File: src/rtl/pipe_reg_if.sv
// Valid/ready handshake bundle for pipe_reg.
// Covers the upstream push side, the downstream pop side and the occupancy readout.
interface pipe_reg_if #(
    parameter int unsigned DATA_WIDTH = 32
);
    logic                  in_valid;
    logic                  in_ready;
    logic [DATA_WIDTH-1:0] in_data;
    logic                  out_valid;
    logic                  out_ready;
    logic [DATA_WIDTH-1:0] out_data;
    logic [1:0]            occupancy;

    // Environment side: produces upstream entries and consumes downstream ones.
    modport master (
        output in_valid, in_data, out_ready,
        input  in_ready, out_valid, out_data, occupancy
    );

    // Pipeline stage side.
    modport slave (
        input  in_valid, in_data, out_ready,
        output in_ready, out_valid, out_data, occupancy
    );
endinterface

File: src/rtl/pipe_reg.sv
// Two-entry skid-buffered pipeline register with a fully registered output.
// in_ready never depends on out_ready, which breaks the ready timing path.
module pipe_reg #(
    parameter int unsigned           DATA_WIDTH  = 32,
    parameter logic [DATA_WIDTH-1:0] RESET_VALUE = '0
) (
    input logic       clk,
    input logic       reset,
    input logic       flush,
    pipe_reg_if.slave bus
);

    typedef enum logic [1:0] {
        StEmpty = 2'd0,
        StOne   = 2'd1,
        StFull  = 2'd2
    } state_e;

    state_e                state_q, state_d;
    logic [DATA_WIDTH-1:0] main_q, main_d;
    logic [DATA_WIDTH-1:0] skid_q, skid_d;
    logic                  in_ready;
    logic                  out_valid;
    logic                  in_fire;
    logic                  out_fire;

    assign in_ready  = (state_q != StFull) && !flush;
    assign out_valid = (state_q != StEmpty);
    assign in_fire   = bus.in_valid && in_ready;
    assign out_fire  = out_valid && bus.out_ready;

    assign bus.in_ready  = in_ready;
    assign bus.out_valid = out_valid;
    assign bus.out_data  = main_q;
    assign bus.occupancy = state_q;

    always_comb begin
        state_d = state_q;
        main_d  = main_q;
        skid_d  = skid_q;
        unique case (state_q)
            StEmpty: begin
                if (in_fire) begin
                    state_d = StOne;
                    main_d  = bus.in_data;
                end
            end
            StOne: begin
                if (in_fire && out_fire) begin
                    main_d = bus.in_data;
                end else if (in_fire) begin
                    state_d = StFull;
                    skid_d  = bus.in_data;
                end else if (out_fire) begin
                    state_d = StEmpty;
                end
            end
            StFull: begin
                // in_ready is low here, so only the drain can happen.
                if (out_fire) begin
                    state_d = StOne;
                    main_d  = skid_q;
                end
            end
            default: begin
                state_d = StEmpty;
            end
        endcase
        // Pipeline kill wins over any handshake in the same cycle.
        if (flush) begin
            state_d = StEmpty;
            main_d  = RESET_VALUE;
            skid_d  = RESET_VALUE;
        end
    end

    always_ff @(posedge clk) begin
        if (reset) begin
            state_q <= StEmpty;
            main_q  <= RESET_VALUE;
            skid_q  <= RESET_VALUE;
        end else begin
            state_q <= state_d;
            main_q  <= main_d;
            skid_q  <= skid_d;
        end
    end

endmodule

File: src/flat_wrapper.sv
// flat-port wrapper written by rule: the top's interface ports become plain ports
module pipe_reg_flat 
#(
    parameter int unsigned           DATA_WIDTH  = 32,
    parameter logic [DATA_WIDTH-1:0] RESET_VALUE = '0
)
  (clk, reset, flush, bus_in_valid, bus_in_data, bus_out_ready, bus_in_ready, bus_out_valid, bus_out_data, bus_occupancy);
  pipe_reg_if #(.DATA_WIDTH(DATA_WIDTH)) bus_i ();
  input logic clk;
  input logic reset;
  input logic flush;
  input wire logic [$bits(bus_i.in_valid)-1:0] bus_in_valid;
  input wire logic [$bits(bus_i.in_data)-1:0] bus_in_data;
  input wire logic [$bits(bus_i.out_ready)-1:0] bus_out_ready;
  output wire logic [$bits(bus_i.in_ready)-1:0] bus_in_ready;
  output wire logic [$bits(bus_i.out_valid)-1:0] bus_out_valid;
  output wire logic [$bits(bus_i.out_data)-1:0] bus_out_data;
  output wire logic [$bits(bus_i.occupancy)-1:0] bus_occupancy;
  assign bus_i.in_valid = bus_in_valid;
  assign bus_i.in_data = bus_in_data;
  assign bus_i.out_ready = bus_out_ready;
  assign bus_in_ready = bus_i.in_ready;
  assign bus_out_valid = bus_i.out_valid;
  assign bus_out_data = bus_i.out_data;
  assign bus_occupancy = bus_i.occupancy;
  pipe_reg #(.DATA_WIDTH(DATA_WIDTH), .RESET_VALUE(RESET_VALUE)) u_core (.clk(clk), .reset(reset), .flush(flush), .bus(bus_i));
endmodule
File: config.mk
export PLATFORM = sky130hd
export DESIGN_NAME = pipe_reg_flat
export DESIGN_NICKNAME = d
export VERILOG_FILES = /design/src/rtl/pipe_reg_if.sv /design/src/rtl/pipe_reg.sv /design/src/flat_wrapper.sv
export SDC_FILE = /design/constraint.sdc
export NUM_CORES = 1
export LEC_CHECK = 0
export ABC_AREA = 1
export BUFFER_PORTS_ARGS = -buffer_cell sky130_fd_sc_hd__buf_2
export CORE_UTILIZATION = 49
export DETAILED_ROUTE_END_ITERATION = 8
export PLACE_DENSITY_LB_ADDON = 0.15
export SYNTH_ARGS = -nofsm -noshare
export SYNTH_HDL_FRONTEND = slang
export SYNTH_SLANG_ARGS = --single-unit
File: constraint.sdc
create_clock -name clk -period 1.3 [get_ports clk]
set_input_delay 0.13 -clock clk [delete_from_list [all_inputs] [get_ports clk]]
set_output_delay 0.13 -clock clk [all_outputs]
set_load 0.01 [all_outputs]
### Word level (Yosys, flattened, before mapping)

Cells that the tools add are included.

| storage, ports and cells | value |
|---|---|
| bits in registers | 66 |
| bits in latches | 0 |
| RAM bits | 0 |
| ROM bits | 0 |
| output and inout port bits | 36 |
| memories | 0 |

| operators by class | value |
|---|---|
| add/sub/neg operators | 0 |
| multiply operators | 0 |
| divide/modulo/power cells | 0 |
| magnitude comparators | 0 |
| eq/ne operators | 8 |
| shifts and indexed selects | 0 |
| mux-type cells | 10 |
| bitwise operators | 1 |
| reductions and logical operators | 12 |

Operators with widths:

| operator | number |
|---|---|
| 32-bit two-way mux | 3 |
| 32-bit case mux with 3 select lines | 1 |
| 2-bit two-way mux | 5 |
| 4-bit AND reduction | 2 |
| 2-bit by 1-bit inequality test with 1-bit output (second input constant) | 3 |
| 2-bit case mux with 3 select lines | 1 |
| 1-bit logical AND | 4 |
| 2-bit inequality test (second input constant) | 2 |
| 3-bit by 1-bit inequality test with 1-bit output (second input constant) | 1 |
| 3-bit AND reduction | 1 |
| 3-bit nonzero test | 1 |
| 2-bit by 1-bit equality test with 1-bit output (second input constant) | 1 |
| 2-bit equality test (second input constant) | 1 |
| 2-bit zero test | 1 |
| 2-bit nonzero test | 1 |
| 2-bit OR reduction | 1 |
| 1-bit zero test | 1 |
| 1-bit NOT | 1 |

### Depth between registers and ports, before layout

| logic depth | value |
|---|---|
| depth after elaboration | 6 |
| mapped depth | 9 |
| depth with buffers taken out | 8 |

### Worst setup path before layout

OpenSTA, ideal clock, no wires.

| path | value |
|---|---|
| path kind | flip-flop to flip-flop |
| start | reg u_core.state_q[0] (netlist: u_core.bus.occupancy[0]) |
| end | reg u_core.main_q[26] (netlist: u_core.bus.out_data[26]) |
| data arrival time | 1276 ps |
| data required time | 1185 ps |
| slack | -91 ps |
| cell stages (with the launch flop) | 10 |
| buffers on the path | 2 |
| clock period less this slack | 1391 ps |
| cells stage by stage | dfxtp_1 inv_2 nand2_4 nand3_4 nand2_1 buf_2 buf_4 nand3_1 nand2_1 nor2_1 |

| on the way | value |
|---|---|
| word-level cells in the longest chain between the ends | 6 |
| elaborated cells between the ends (all ways) | 15 |
| classes of those cells | eq/ne: 6; mux: 1; reduce/logical: 8 |

Ends and longest elaborated chain:

| what | RTL line | RTL |
|---|---|---|
| start, declared | pipe_reg.sv:19 | `state_e state_q, state_d;` |
| start signal, assigned | pipe_reg.sv:79 | `state_q <= StEmpty;` |
| start signal, assigned | pipe_reg.sv:83 | `state_q <= state_d;` |
| 2-bit inequality test | pipe_reg.sv:27 | `assign in_ready = (state_q != StFull) && !flush;` |
| 1-bit logical AND | pipe_reg.sv:27 |  |
| 1-bit logical AND | pipe_reg.sv:29 | `assign in_fire = bus.in_valid && in_ready;` |
| 1-bit logical AND | pipe_reg.sv:49 | `if (in_fire && out_fire) begin` |
| 2-bit by 1-bit inequality test with 1-bit output (no source line) | -- |  |
| 4-bit AND reduction (no source line) | -- |  |
| end signal, assigned | pipe_reg.sv:84 | `main_q <= main_d;` |
| end, declared | pipe_reg.sv:20 | `logic [DATA_WIDTH-1:0] main_q, main_d;` |

Several ways; a longest one is shown, not always the timed one.
A chain may end at the register's enable or synchronous reset.

### Worst setup path in the final report

| path | value |
|---|---|
| start | reg u_core.state_q[0] (netlist: u_core.bus.occupancy[0]) |
| end | reg u_core.main_q[24] (netlist: u_core.bus.out_data[24]) |

The elaborated chain is that of the path after synthesis.

==> results_dict.tcl <==
set metrics [dict create \
    port_buffers 72 \
    synthXorXnorAreaFrac_pct 0 \
    cp.arrival_ps 1660 \
    drc 0 \
    outcome "finished with violations" \
    ys_seq_area_share_pct 38.80 \
    grt_overflow 0 \
    yosys_warnings 0 \
    nets 667 \
    slew_violations 0 \
    ys_types 18 \
    die-area_mm2 0.007288 \
    crit_path_end_kind "register" \
    power_frac_comb_pct 14.9 \
    hold_viol 0 \
    ant_nets 0 \
    postCtsHoldBufs 0 \
    internal_power_mw 3.214 \
    whs_path_depth 5 \
    netSwitchingFraction_pct 27.64 \
    clock.fmax_ghz 0.7177 \
    grt_setup_unrepaired "yes" \
    syn2layout_area_growth_pct 32.40 \
    synth.avg_cell_area_um2 6.238 \
    synthSimpleGateAreaFrac_pct 41.88 \
    cts-buffers-inserted 9 \
    finalClockSkew_ps 6.094 \
    cts.sinks 66 \
    power.total_mw 4.441 \
    worstSetupPathType "reg2reg" \
    fill_cells 623 \
    coreArea_mm2 0.006756 \
    clkTransAtPathRegs_ps 80 \
    synth_cells 546 \
    muxShareOfSynthArea_pct 0 \
    tightest_slew_ps 227.0 \
    cts_tree "built" \
    via_count 3713 \
    synth_compound_area_share_pct 5.070 \
    period_share_pct 107.2 \
    final_cell_mix "131 x nand2_1, 98 x nor2_1, 88 x nand3_1, 71 x buf_2, 68 x inv_1" \
    drtIter0Drc 159 \
    rows 30 \
    async_flop_share_pct 0 \
    dp.cells 682 \
    synth_adder_area_share_pct 0 \
    synth_top_family_by_area "simple AND/OR/NAND/NOR gates" \
    h-tree-depth 3 \
    power.leakage_nw 2.265 \
    grt_max_degree 50 \
    p_clk_share_pct 38.2 \
    grt_pass1_vias 3147 \
    clockBufferDepth 2 \
    antenna_found_initial 0 \
    drt-total-wl_um 9801 \
    fin_crit_ps 1393 \
    insertedDiodeCount 0 \
    worstPathRequired_ps 1560 \
    synth_largest_area_cell "dfxtp_1" \
    dr.pass1.iters 5 \
    via_per_inst 5.193 \
    maxSlewHeadroom_pct 84.87 \
    clock_latency_ps 350 \
    yosys-top-cells-area "dfxtp_1 39%, nand2_1 15%, nand3_1 14%, nor2_1 11%, inv_1 7.5%" \
    multiInputGateArea_mm2 0.001720 \
    power.switching_mw 1.228 \
    setup_ws_ps -93.27 \
    fin_setup_tns_ps -216.4 \
    gp_congestion 0.8256 \
    grtUsageTotal_pct 25.34 \
    synthFlopType "dfxtp_1" \
    grt_pass1_wl_um 14590 \
    register_area_mm2 0.001329 \
    setup_viol 9 \
    hold_class "in2reg" \
    dpl.hpwl_um 5557 \
    syn-num-nets 583 \
    final_common_cell "nand2_1" \
    die_y_um 85.37 \
    r2r_cells 7 \
    start_util_pct 50.41 \
    synth_top_area_share_pct 38.80 \
    seqPwrFrac_pct 46.9 \
    root_buffer "clkbuf_8" \
    syn_area_mm2 0.003406 \
    violations "setup timing" \
    ys_ff_latch 66 \
    startpoint_type "register" \
    worst-path-max-fanout 22 \
    power_density_mw_per_mm2 984.9 \
    io_pins 73 \
    layoutNonFillerInstCount 715 \
    drive_gt1_share_pct 25.20 \
    synth_edf_count 0 \
    cap_violations 0 \
    die_w_um 85.37 \
    drt-wirelength-per-cell_um 13.71 \
    irDropWorstVdd_uv 546.9 \
]
## Yosys cell counts (2+ instances only)
library cell  count
buf_6             2
inv_2             2
buf_2             7
inv_1            68
nor2_1          102
nand3_1          97
buf_1             2
a21oi_1          33
dfxtp_1          66
buf_4            13
nand2_1         132
clkbuf_1         16
## cell type report
| class | count | share of cell area [%] |
|---|---|---|
| Inverter | 70 | 5.938 |
| Tap cell | 80 | 2.220 |
| Sequential cell | 66 | 29.47 |
| Timing Repair Buffer | 113 | 20.12 |
| Clock inverter | 6 | 1.276 |
| Multi-Input combinational cell | 370 | 38.15 |
| Clock buffer | 10 | 2.830 |
## cell families after synthesis
kind of cell / after synthesis
AND/OR/NAND/NOR: 336
buffers and inverters: 110
flip-flops: 66
AO/OA/AOI/OAI: 34
## sequential cells by signal, indices dropped and copies added, names as in the netlist
register	cells
u_core.bus.occupancy	2
u_core.bus.out_data	32
u_core.skid_q	32
## per-layer routing
layer	track usage, %	up-vias	share of wire, %	wire [um]
li1	-	1841	-	-
met1	31.94	1681	42	4132
met5	0	-	0	0
met2	41.94	164	48	4714
met4	12.88	0	3.3	319
met3	4.280	27	6.5	635
## worst max-delay path, cell delays in order (launching register included)
cell	delay, ps
dfxtp_4	400
inv_6	60
nand2_4	80
nand3_4	120
nand2_4	160
clkbuf_16	220
a21oi_1	100
nor2_1	180
## worst paths after layout
path                                                      startpoint                              endpoint  slack [ps]
worst max-delay path            u_core.bus.occupancy[0]$_SDFFE_PP0P_  u_core.bus.out_data[24]$_SDFFE_PP0P_         -90
worst min-delay path                                 bus_in_data[18]        u_core.skid_q[18]$_SDFFE_PP0P_         100
worst max register to register  u_core.bus.occupancy[0]$_SDFFE_PP0P_  u_core.bus.out_data[24]$_SDFFE_PP0P_         -90
worst min register to register   u_core.bus.out_data[1]$_SDFFE_PP0P_   u_core.bus.out_data[1]$_SDFFE_PP0P_         470
## stage by stage
step | worst slack (ps) | area, um2 | utilization [%] | hold WS [ps]
after floorplan | 1.975 | 3413 | - | 282.9
after global routing | -134.9 | 4509 | 66.74 | 128.6
after CTS | -34.88 | 4178 | 61.83 | 92.84
after global placement | -63.62 | 3896 | 57.67 | 455.2
after detailed placement | -59.07 | 3896 | 57.67 | 460.4
final | -93.27 | 4509 | 66.74 | 104.3
## power by group through the flow
stage          clock (mW)  combinational, mW  sequential (mW)
2_1_floorplan           0              0.338             2.15
3_3_place_gp            0              0.546             2.13
3_5_place_dp            0              0.552             2.13
4_1_cts              1.71              0.570             2.08
5_1_grt              1.79              0.735             2.09
6_report             1.70              0.662             2.08
## repair_timing
item / CTS / global route
resized for setup: 10 / 35
cloned: 1 / 8
endpoints found under the setup margin: 34 / 66
setup buffers: 4 / 4
pin swaps: 2 / 7
endpoints found under the hold margin: 0 / 0
No activity file was read; power rests on OpenSTA's default activity.
